File: config.mk
export PLATFORM = sky130hd
export DESIGN_NAME = uart_tx_cfg
export DESIGN_NICKNAME = d
export VERILOG_FILES = /design/src/rtl/uart_pkg.sv /design/src/rtl/uart_bit_timer.sv /design/src/rtl/uart_tx_cfg.sv
export SDC_FILE = /design/constraint.sdc
export NUM_CORES = 1
export LEC_CHECK = 0
export CAP_MARGIN = 0
export CORE_MARGIN = 5
export CORE_UTILIZATION = 55
export CTS_BUF_LIST = sky130_fd_sc_hd__clkbuf_16
export CTS_CLUSTER_DIAMETER = 120
export DETAILED_ROUTE_END_ITERATION = 10
export DONT_BUFFER_PORTS = 1
export GPL_TIMING_DRIVEN = 0
export PLACE_DENSITY = 0.81
export SLEW_MARGIN = 20
export SYNTH_ARGS = -nofsm -noshare
export SYNTH_HDL_FRONTEND = slang
export SYNTH_HIERARCHICAL = 1
export SYNTH_SLANG_ARGS = --single-unit
File: constraint.sdc
create_clock -name clk -period 3.9 [get_ports clk]
set_input_delay 0.78 -clock clk [delete_from_list [all_inputs] [get_ports clk]]
set_output_delay 0.78 -clock clk [all_outputs]
set_load 0.02 [all_outputs]
File: src/rtl/uart_pkg.sv
// rtl/uart_pkg.sv - shared encodings and helpers for the configurable UART transmitter
package uart_pkg;

    // cfg_parity encodings; 2'b11 behaves as PAR_NONE
    localparam logic [1:0] PAR_NONE = 2'b00;
    localparam logic [1:0] PAR_EVEN = 2'b01;
    localparam logic [1:0] PAR_ODD  = 2'b10;

    // transmitter FSM states
    localparam logic [2:0] ST_IDLE   = 3'd0;
    localparam logic [2:0] ST_START  = 3'd1;
    localparam logic [2:0] ST_DATA   = 3'd2;
    localparam logic [2:0] ST_PARITY = 3'd3;
    localparam logic [2:0] ST_STOP   = 3'd4;

    // bit period in clocks used when the runtime divisor is zero
    function automatic int unsigned default_div(input int unsigned f_clk, input int unsigned baud);
        return f_clk / baud;
    endfunction

endpackage

File: src/rtl/uart_bit_timer.sv
// rtl/uart_bit_timer.sv - bit-period cycle counter with load and enable
// Ports:
//   clk, rst  clock and synchronous active-high reset
//   load      restart the count at 0 (frame accept)
//   en        count while a frame is in flight
//   div       clocks per bit, must be >= 2
//   bit_end   high on the last cycle (count == div-1) of the current bit
module uart_bit_timer #(
    parameter int DIV_W = 16
) (
    input  logic             clk,
    input  logic             rst,
    input  logic             load,
    input  logic             en,
    input  logic [DIV_W-1:0] div,
    output logic             bit_end
);

    logic [DIV_W-1:0] cnt;

    assign bit_end = en && (cnt == div - DIV_W'(1));

    always_ff @(posedge clk) begin
        if (rst || load) begin
            cnt <= '0;
        end else if (en) begin
            cnt <= bit_end ? '0 : cnt + DIV_W'(1);
        end
    end

endmodule

File: src/rtl/uart_tx_cfg.sv
// rtl/uart_tx_cfg.sv - configurable UART transmitter with valid/ready input
// Ports:
//   clk, rst     clock and synchronous active-high reset
//   s_valid      byte offered
//   s_ready      transmitter can accept a byte this cycle
//   s_data       payload, sent LSB first
//   cfg_div      clocks per bit; 0 selects F_CLK/BAUD, 1 is treated as 2
//   cfg_parity   00 none, 01 even, 10 odd, 11 none
//   cfg_stop2    0 one stop bit, 1 two stop bits
//   tx_serial    serial line, idles high
//   tx_active    high while a frame is in flight
//   tx_done      one-cycle pulse in the first idle cycle after a frame
module uart_tx_cfg
    import uart_pkg::*;
#(
    parameter int unsigned F_CLK     = 100000000,
    parameter int unsigned BAUD      = 115200,
    parameter int          DATA_BITS = 8,
    parameter int          DIV_W     = 16
) (
    input  logic                 clk,
    input  logic                 rst,
    input  logic                 s_valid,
    output logic                 s_ready,
    input  logic [DATA_BITS-1:0] s_data,
    input  logic [DIV_W-1:0]     cfg_div,
    input  logic [1:0]           cfg_parity,
    input  logic                 cfg_stop2,
    output logic                 tx_serial,
    output logic                 tx_active,
    output logic                 tx_done
);

    if (DATA_BITS < 5 || DATA_BITS > 9) begin : g_bad_data_bits
        $error("uart_tx_cfg: DATA_BITS must be in 5..9");
    end

    localparam int               BIT_W   = $clog2(DATA_BITS + 1);
    localparam logic [DIV_W-1:0] DEF_DIV = DIV_W'(default_div(F_CLK, BAUD));
    localparam logic [BIT_W-1:0] LAST_BIT = BIT_W'(DATA_BITS - 1);

    logic [2:0]           state;
    logic [DATA_BITS-1:0] data_sh;
    logic [DIV_W-1:0]     div_l;
    logic [DIV_W-1:0]     div_sel;
    logic [BIT_W-1:0]     bit_idx;
    logic                 par_en;
    logic                 par_bit;
    logic                 stop2_l;
    logic                 stop_second;
    logic                 accept;
    logic                 timer_en;
    logic                 bit_end;

    assign accept   = s_valid && s_ready;
    assign timer_en = (state != ST_IDLE);

    always_comb begin
        div_sel = cfg_div;
        if (cfg_div == '0) begin
            div_sel = DEF_DIV;
        end else if (cfg_div == DIV_W'(1)) begin
            div_sel = DIV_W'(2);
        end
    end

    uart_bit_timer #(
        .DIV_W (DIV_W)
    ) u_bit_timer (
        .clk     (clk),
        .rst     (rst),
        .load    (accept),
        .en      (timer_en),
        .div     (div_l),
        .bit_end (bit_end)
    );

    always_ff @(posedge clk) begin
        if (rst) begin
            state       <= ST_IDLE;
            data_sh     <= '0;
            div_l       <= DIV_W'(2);
            bit_idx     <= '0;
            par_en      <= 1'b0;
            par_bit     <= 1'b0;
            stop2_l     <= 1'b0;
            stop_second <= 1'b0;
            s_ready     <= 1'b0;
            tx_serial   <= 1'b1;
            tx_active   <= 1'b0;
            tx_done     <= 1'b0;
        end else begin
            tx_done <= 1'b0;
            case (state)
                ST_IDLE: begin
                    tx_serial <= 1'b1;
                    tx_active <= 1'b0;
                    s_ready   <= 1'b1;
                    if (accept) begin
                        // everything the frame depends on is captured here
                        state       <= ST_START;
                        tx_serial   <= 1'b0;
                        tx_active   <= 1'b1;
                        s_ready     <= 1'b0;
                        data_sh     <= s_data;
                        div_l       <= div_sel;
                        bit_idx     <= '0;
                        par_en      <= (cfg_parity == PAR_EVEN) || (cfg_parity == PAR_ODD);
                        par_bit     <= (cfg_parity == PAR_ODD) ? ~^s_data : ^s_data;
                        stop2_l     <= cfg_stop2;
                        stop_second <= 1'b0;
                    end
                end
                ST_START: begin
                    if (bit_end) begin
                        state     <= ST_DATA;
                        tx_serial <= data_sh[0];
                    end
                end
                ST_DATA: begin
                    if (bit_end) begin
                        if (bit_idx == LAST_BIT) begin
                            bit_idx <= '0;
                            if (par_en) begin
                                state     <= ST_PARITY;
                                tx_serial <= par_bit;
                            end else begin
                                state     <= ST_STOP;
                                tx_serial <= 1'b1;
                            end
                        end else begin
                            // shift so the next bit to send is always at [0]
                            bit_idx   <= bit_idx + BIT_W'(1);
                            data_sh   <= data_sh >> 1;
                            tx_serial <= data_sh[1];
                        end
                    end
                end
                ST_PARITY: begin
                    if (bit_end) begin
                        state     <= ST_STOP;
                        tx_serial <= 1'b1;
                    end
                end
                ST_STOP: begin
                    if (bit_end) begin
                        if (stop2_l && !stop_second) begin
                            stop_second <= 1'b1;
                        end else begin
                            // ready is raised together with done so a held
                            // s_valid starts the next frame after one idle cycle
                            state       <= ST_IDLE;
                            stop_second <= 1'b0;
                            tx_active   <= 1'b0;
                            tx_done     <= 1'b1;
                            s_ready     <= 1'b1;
                        end
                    end
                end
                default: begin
                    state     <= ST_IDLE;
                    tx_serial <= 1'b1;
                    tx_active <= 1'b0;
                    s_ready   <= 1'b0;
                end
            endcase
        end
    end

endmodule

Word level (Yosys, flattened, before mapping)
Cells that the tools add are included.

Add/subtract/negate cells: 3. Equality and inequality tests: 17. Mux-type cells: 40. Bitwise gates (word level): 3. Reductions and logical operators: 22.

Operator list (count): 2-to-1 mux 16 bit (3); 2-to-1 mux 3 bit (8); 2-to-1 mux 8 bit (3); adder 16 x 1 -> 16 bit, second input constant (1); == test 16 x 1 -> 1 bit, second input constant (1); == test 16 bit (1); logical NOT 16 bit (1); 2-to-1 mux 1 bit (16); one-hot mux 8 bit (2 select lines) (1); subtractor 16 x 1 -> 16 bit, second input constant (1); one-hot mux 3 bit (5 select lines) (1); 2-to-1 mux 4 bit (3); != test 2 x 1 -> 1 bit, second input constant (5); AND reduction 3 bit (3); one-hot mux 4 bit (2 select lines) (1); AND reduction 4 bit (2); XNOR reduction 8 bit (1); XOR reduction 8 bit (1); AND reduction 7 bit (1); == test 3 x 2 -> 1 bit, second input constant (2); != test 2 bit, second input constant (3); one-hot mux 1 bit (3 select lines) (2); OR reduction 3 bit (2); one-hot mux 1 bit (5 select lines) (1); 15 further kinds (21).

Bits in registers: 55. Input port bits: 30. Output and inout port bits: 4.

Depth between registers and ports, before layout
Word-level depth: 5. Mapped depth: 15.

Cells and area by module
The synthesis kept the hierarchy.

By module, submodules not included: uart_tx_cfg (times used 1, cells an instance 214, area each 1978.1 um2, seq. area each 780.7 um2); uart_bit_timer (times used 1, cells an instance 152, area each 1232.4 um2, seq. area each 320.3 um2).

Least setup slack after synthesis
OpenSTA, ideal clock, no wires.

Kind: register to register. Start: reg div_l[0]. End: reg tx_serial. Library setup time: 114 ps. Data arrival time: 2992 ps. Required time: 3786 ps. Path slack: 794 ps. Cell stages (with the launch flop): 14. Path buffers: 2. Clock period less this slack: 3106 ps. Cell sequence: dfxtp_1 > inv_1 > ha_1 > or4b_1 > clkbuf_1 > or4_1 > o311a_1 > a32oi_1 > nand4_2 > inv_1 > clkbuf_1 > nor4bb_1 > o21ai_1 > a21o_1.

Cells in the longest elaborated chain, start to end: 5. Elaborated cells between the ends (all ways): 7. Classes of those cells: add/sub: 1; eq/ne: 4; reduce/logical: 2.

Ends and longest elaborated chain: from (decl) (RTL line uart_tx_cfg.sv:44) `logic [DIV_W-1:0] div_l;`; from (signal assigned) (RTL line uart_tx_cfg.sv:106) `div_l <= div_sel;`; subtractor 16 x 1 -> 16 bit (*) (RTL line uart_bit_timer.sv:21) `assign bit_end = en && (cnt == div - DIV_W'(1));`; == test 16 bit (*) (RTL line uart_bit_timer.sv:21); logical AND 1 bit (*) (RTL line uart_bit_timer.sv:21); named net bit_end (RTL line uart_tx_cfg.sv:53) `logic bit_end;`; != test 2 x 1 -> 1 bit (no source line); AND reduction 4 bit (no source line) (*); to (signal assigned) (RTL line uart_tx_cfg.sv:117) `tx_serial <= data_sh[0];`; to (signal assigned) (RTL line uart_tx_cfg.sv:126) `tx_serial <= par_bit;`; to (signal assigned) (RTL line uart_tx_cfg.sv:135) `tx_serial <= data_sh[1];`; to (decl) (RTL line uart_tx_cfg.sv:29) `output logic tx_serial,`.

The timed path passes the listed nets; every way through them passes the cells marked *. A chain may end at the register's enable or synchronous reset.

Worst setup path in the final report
Start: reg div_l[0]. End: reg data_sh[0].

Cells in the longest elaborated chain, start to end: 5.

Ends and longest elaborated chain: subtractor 16 x 1 -> 16 bit (RTL line uart_bit_timer.sv:21); == test 16 bit (RTL line uart_bit_timer.sv:21); logical AND 1 bit (RTL line uart_bit_timer.sv:21); named net bit_end (RTL line uart_tx_cfg.sv:53); != test 2 x 1 -> 1 bit (no source line); AND reduction 4 bit (no source line); to (signal assigned) (RTL line uart_tx_cfg.sv:105) `data_sh <= s_data;`; to (signal assigned) (RTL line uart_tx_cfg.sv:134) `data_sh <= data_sh >> 1;`; to (decl) (RTL line uart_tx_cfg.sv:43) `logic [DATA_BITS-1:0] data_sh;`.

The timed path passes the listed nets, and every way through them passes these cells.

==> impl_metrics.toml <==
[grt]
grt_max_degree = 21
first_global_vias = 2641
grt_pass1_wl_mm = 12.5
grt.total_usage_pct = 20.6
grt_overflow = 0
antenna_found_initial = 0

[sta]
maxSlewHeadroom_pct = 55.6
layout_min_cycle_time_ns = 3.52
worst-slew-pin-transition_ns = 0.665
setup-violations-final = 0
rsz_0062_raised_after_global_routing = "false"
fin_worst_skew_ns = 0.00756
final_hold_violations = 0
fin_ws_ns = 0.384
fin_crit_sh_pct = 90.1
maxSlewViolCount = 0
fin_hold_ws_ns = 0.464
final.setup.tns_ns = 0
fmax_mhz = 284

[floorplan]
die_height_um = 86.4
start_util_pct = 57.6
boundary_pin_count = 34
die-area_um2 = 7460
fp-row-count = 27
horizontal_die_dimension_um = 86.4
core_area_um2 = 5570

[worst_hold_path]
holdPathStages = 2
hold_path.class = "register to register"

[clock_network]
tritoncts_clock_tree = "yes"
clock_buffers_created_by_tritoncts = 5
clock_insertion_delay_worst_skew_ns = 0.30
clockBufferDepth = 2
cts.sinks = 55
clkSlewWorstSetupHoldPaths_ns = 0.08
htree_levels = 2
cts_root_buf = "sky130_fd_sc_hd__clkbuf_16"

[critical_path]
path_delay_family = "simple AND/OR/NAND/NOR gates"
critical-path-max-stage-delay_ns = 0.52
end_kind = "register"
cpMaxStageDelayCell = "sky130_fd_sc_hd__or4_1"
crit_type = "register to register"
cp.buffers_inverters = 5
crit_cells = 15
timing.critical_path.fanout_max = 9
critPathLaunchType = "register"
arrival_ns = 3.67
timing.critical_path.mode_cell = "sky130_fd_sc_hd__inv_1"
cp_data_required_time_ns = 4.06
critical_path_cell_list = "inv_1 > ha_1 > or4b_1 > clkbuf_1 > or4_1 > o311a_1 > a32oi_1 > nand4_2 > inv_1 > and2_1 > a21o_1 > buf_4 > and2_4 > buf_6 > a211oi_2"
worstRegToRegCells = 15

[placed_design]
port_buffers = 0
place_congestion = 0.913
post-place-ws_ns = 0.341
hpwl_mm = 5.48

[route]
met3_wire_len_um = 470
wl_met2_mm = 3.43
drc_errors = 0
highest_layer = "met4"
wl_met1_mm = 3.35
via_cell_ratio = 5.99
initialDrtViolationCount = 176
totalWireLength_mm = 7.32
firstDrtPassIters = 5
final_antenna_net_count = 0
avgRoutedWirePerCell_um = 16.4
vias = 2671

[cells_and_area]
layout.nets = 407
synthToLayoutAreaGrowth_pct = 7.72
utilization_pct = 62.0
antenna-diode-count = 0
drive_gt1_share_pct = 12.3
fillers = 476

[synth]
yosys_most_used_dff = "sky130_fd_sc_hd__dfxtp_1"
synth_seq_area_share_pct = 34.3
synth_seq_cells = 55
async_reset_ff_share_pct = 0
ys_warns = 6
synth-edff-count = 0
post-synth-top-area-fraction_pct = 34.3
synthTopCellsByArea = "sky130_fd_sc_hd__dfxtp_1, sky130_fd_sc_hd__xor2_1, sky130_fd_sc_hd__a21oi_1, sky130_fd_sc_hd__nand2_1, sky130_fd_sc_hd__xnor2_1"
syn_nets = 400
cell_variety_after_synth = 69
synth_top_area_cell = "sky130_fd_sc_hd__dfxtp_1"
synth_area_um2 = 3210
synthesis.instances = 366
syn-mean-instance-area_um2 = 8.77

[power]
peakVddDrop_mv = 0.307
power.density_nw_per_um2 = 466
power.leakage_uw = 0.00130

[outcome]
result_of_the_run = "completed"

[run]
timing.max_cap.violations = 0
[worst register-to-register path, delay by kind of cell, from the launching register on]
family | cells | cell delay [ns]
compound gates | 4 | 0.53
fa+ha+maj | 1 | 0.24
buf+inv | 5 | 0.71
simple gates | 5 | 1.53
flops | 1 | 0.36
[layout by cell type (no fill, tap or decap), types with 9 or more instances in the layout]
cell type	n
sky130_fd_sc_hd__a21oi_1	28
sky130_fd_sc_hd__dfxtp_1	55
sky130_fd_sc_hd__inv_1	12
sky130_fd_sc_hd__mux2i_1	13
sky130_fd_sc_hd__nand2_1	35
sky130_fd_sc_hd__nand3_1	11
sky130_fd_sc_hd__nor2_1	30
sky130_fd_sc_hd__o21ai_0	9
sky130_fd_sc_hd__xnor2_1	15
sky130_fd_sc_hd__xor2_1	18
[per-layer routing]
layer	vias up	GRT usage, %
met4	0	5.67
met3	8	4.66
met1	1263	27.8
met5	-	0
li1	1335	-
met2	65	33.2
[timing repair]
item | CTS | global route
endpoints found under the hold margin | 0 | 0
hold buffers | 0 | 0
gates resized for setup | 0 | 2
endpoints found under the setup margin | 0 | 1
setup buffers | 0 | 0
[power by group]
group | internal (uW) | total, uW | switching (uW)
Clock | 250 | 476 | 226
Sequential | 617 | 692 | 75.3
Combinational | 195 | 443 | 248
Total | 1060 | 1610 | 550
[synthesized netlist by cell type (3+ instances only)]
cell	instances
sky130_fd_sc_hd__nand3b_1	4
sky130_fd_sc_hd__nand4_1	7
sky130_fd_sc_hd__nor2_1	30
sky130_fd_sc_hd__nand2_1	35
sky130_fd_sc_hd__nor2b_1	3
sky130_fd_sc_hd__o21ai_0	9
sky130_fd_sc_hd__nand4b_1	4
sky130_fd_sc_hd__nand3_1	11
sky130_fd_sc_hd__mux2i_1	13
sky130_fd_sc_hd__and3_1	4
sky130_fd_sc_hd__nor4_1	7
sky130_fd_sc_hd__buf_4	3
sky130_fd_sc_hd__buf_2	4
sky130_fd_sc_hd__nand2b_1	7
sky130_fd_sc_hd__a21o_1	4
sky130_fd_sc_hd__nor3_1	8
sky130_fd_sc_hd__clkbuf_1	7
sky130_fd_sc_hd__ha_1	4
sky130_fd_sc_hd__o221a_1	5
sky130_fd_sc_hd__buf_6	3
sky130_fd_sc_hd__a21oi_1	28
sky130_fd_sc_hd__a31oi_1	4
sky130_fd_sc_hd__dfxtp_1	55
sky130_fd_sc_hd__xnor2_1	15
sky130_fd_sc_hd__xor2_1	18
sky130_fd_sc_hd__inv_1	12
sky130_fd_sc_hd__a211oi_2	8
[final timing paths]
| kind | start | end | slack [ns] |
|---|---|---|---|
| worst max register to register | div_l[0] | data_sh[0] | 0.38 |
| worst max-delay path | div_l[0] | data_sh[0] | 0.38 |
| worst min register to register | stop2_l | stop2_l | 0.46 |
| worst min-delay path | stop2_l | stop2_l | 0.46 |
[state kept, by name, indices dropped and copies added, names as in the netlist]
| register | count |
|---|---|
| div_l | 16 |
| stop2_l | 1 |
| stop_second | 1 |
| data_sh | 8 |
| tx_serial | 1 |
| par_bit | 1 |
| tx_active | 1 |
| state | 3 |
| bit_idx | 4 |
| u_bit_timer/cnt | 16 |
| tx_done | 1 |
| s_ready | 1 |
| par_en | 1 |
[area by class of cell]
| type | count | area, um^2 | area share [%] |
|---|---|---|---|
| multi-input combinational | 279 | 1950 | 56.4 |
| sequential | 55 | 1100 | 31.8 |
| clock buffer | 5 | 125 | 3.62 |
| buffer | 18 | 109 | 3.15 |
| tap | 72 | 90.1 | 2.60 |
| inverter | 14 | 52.6 | 1.52 |
| clock inverter | 3 | 31.3 | 0.904 |
[through the flow]
step / std cells / area (um^2) / power (uW)
after floorplan: 366 / 3210 / 1050
after global placement: 438 / 3300 / 1130
after detailed placement: 438 / 3300 / 1140
after CTS: 446 / 3460 / 1620
after global routing: 446 / 3460 / 1700
final: 446 / 3460 / 1610
[kinds of logic (layout without fill, tap and decap cells)]
logic type | count (synthesis) | count (layout) | synth area share (%)
and+or+nand+nor | 146 | 146 | 26.1
AOI/OAI and AO/OA | 81 | 81 | 18.6
DFF | 55 | 55 | 34.3
xor gates and xnor gates | 35 | 35 | 10.4
buffers and inverters | 32 | 40 | 4.99
muxes | 13 | 13 | 4.05
adders and majority gates | 4 | 4 | 1.56
Note: power is estimated with default switching activity, not from simulation.
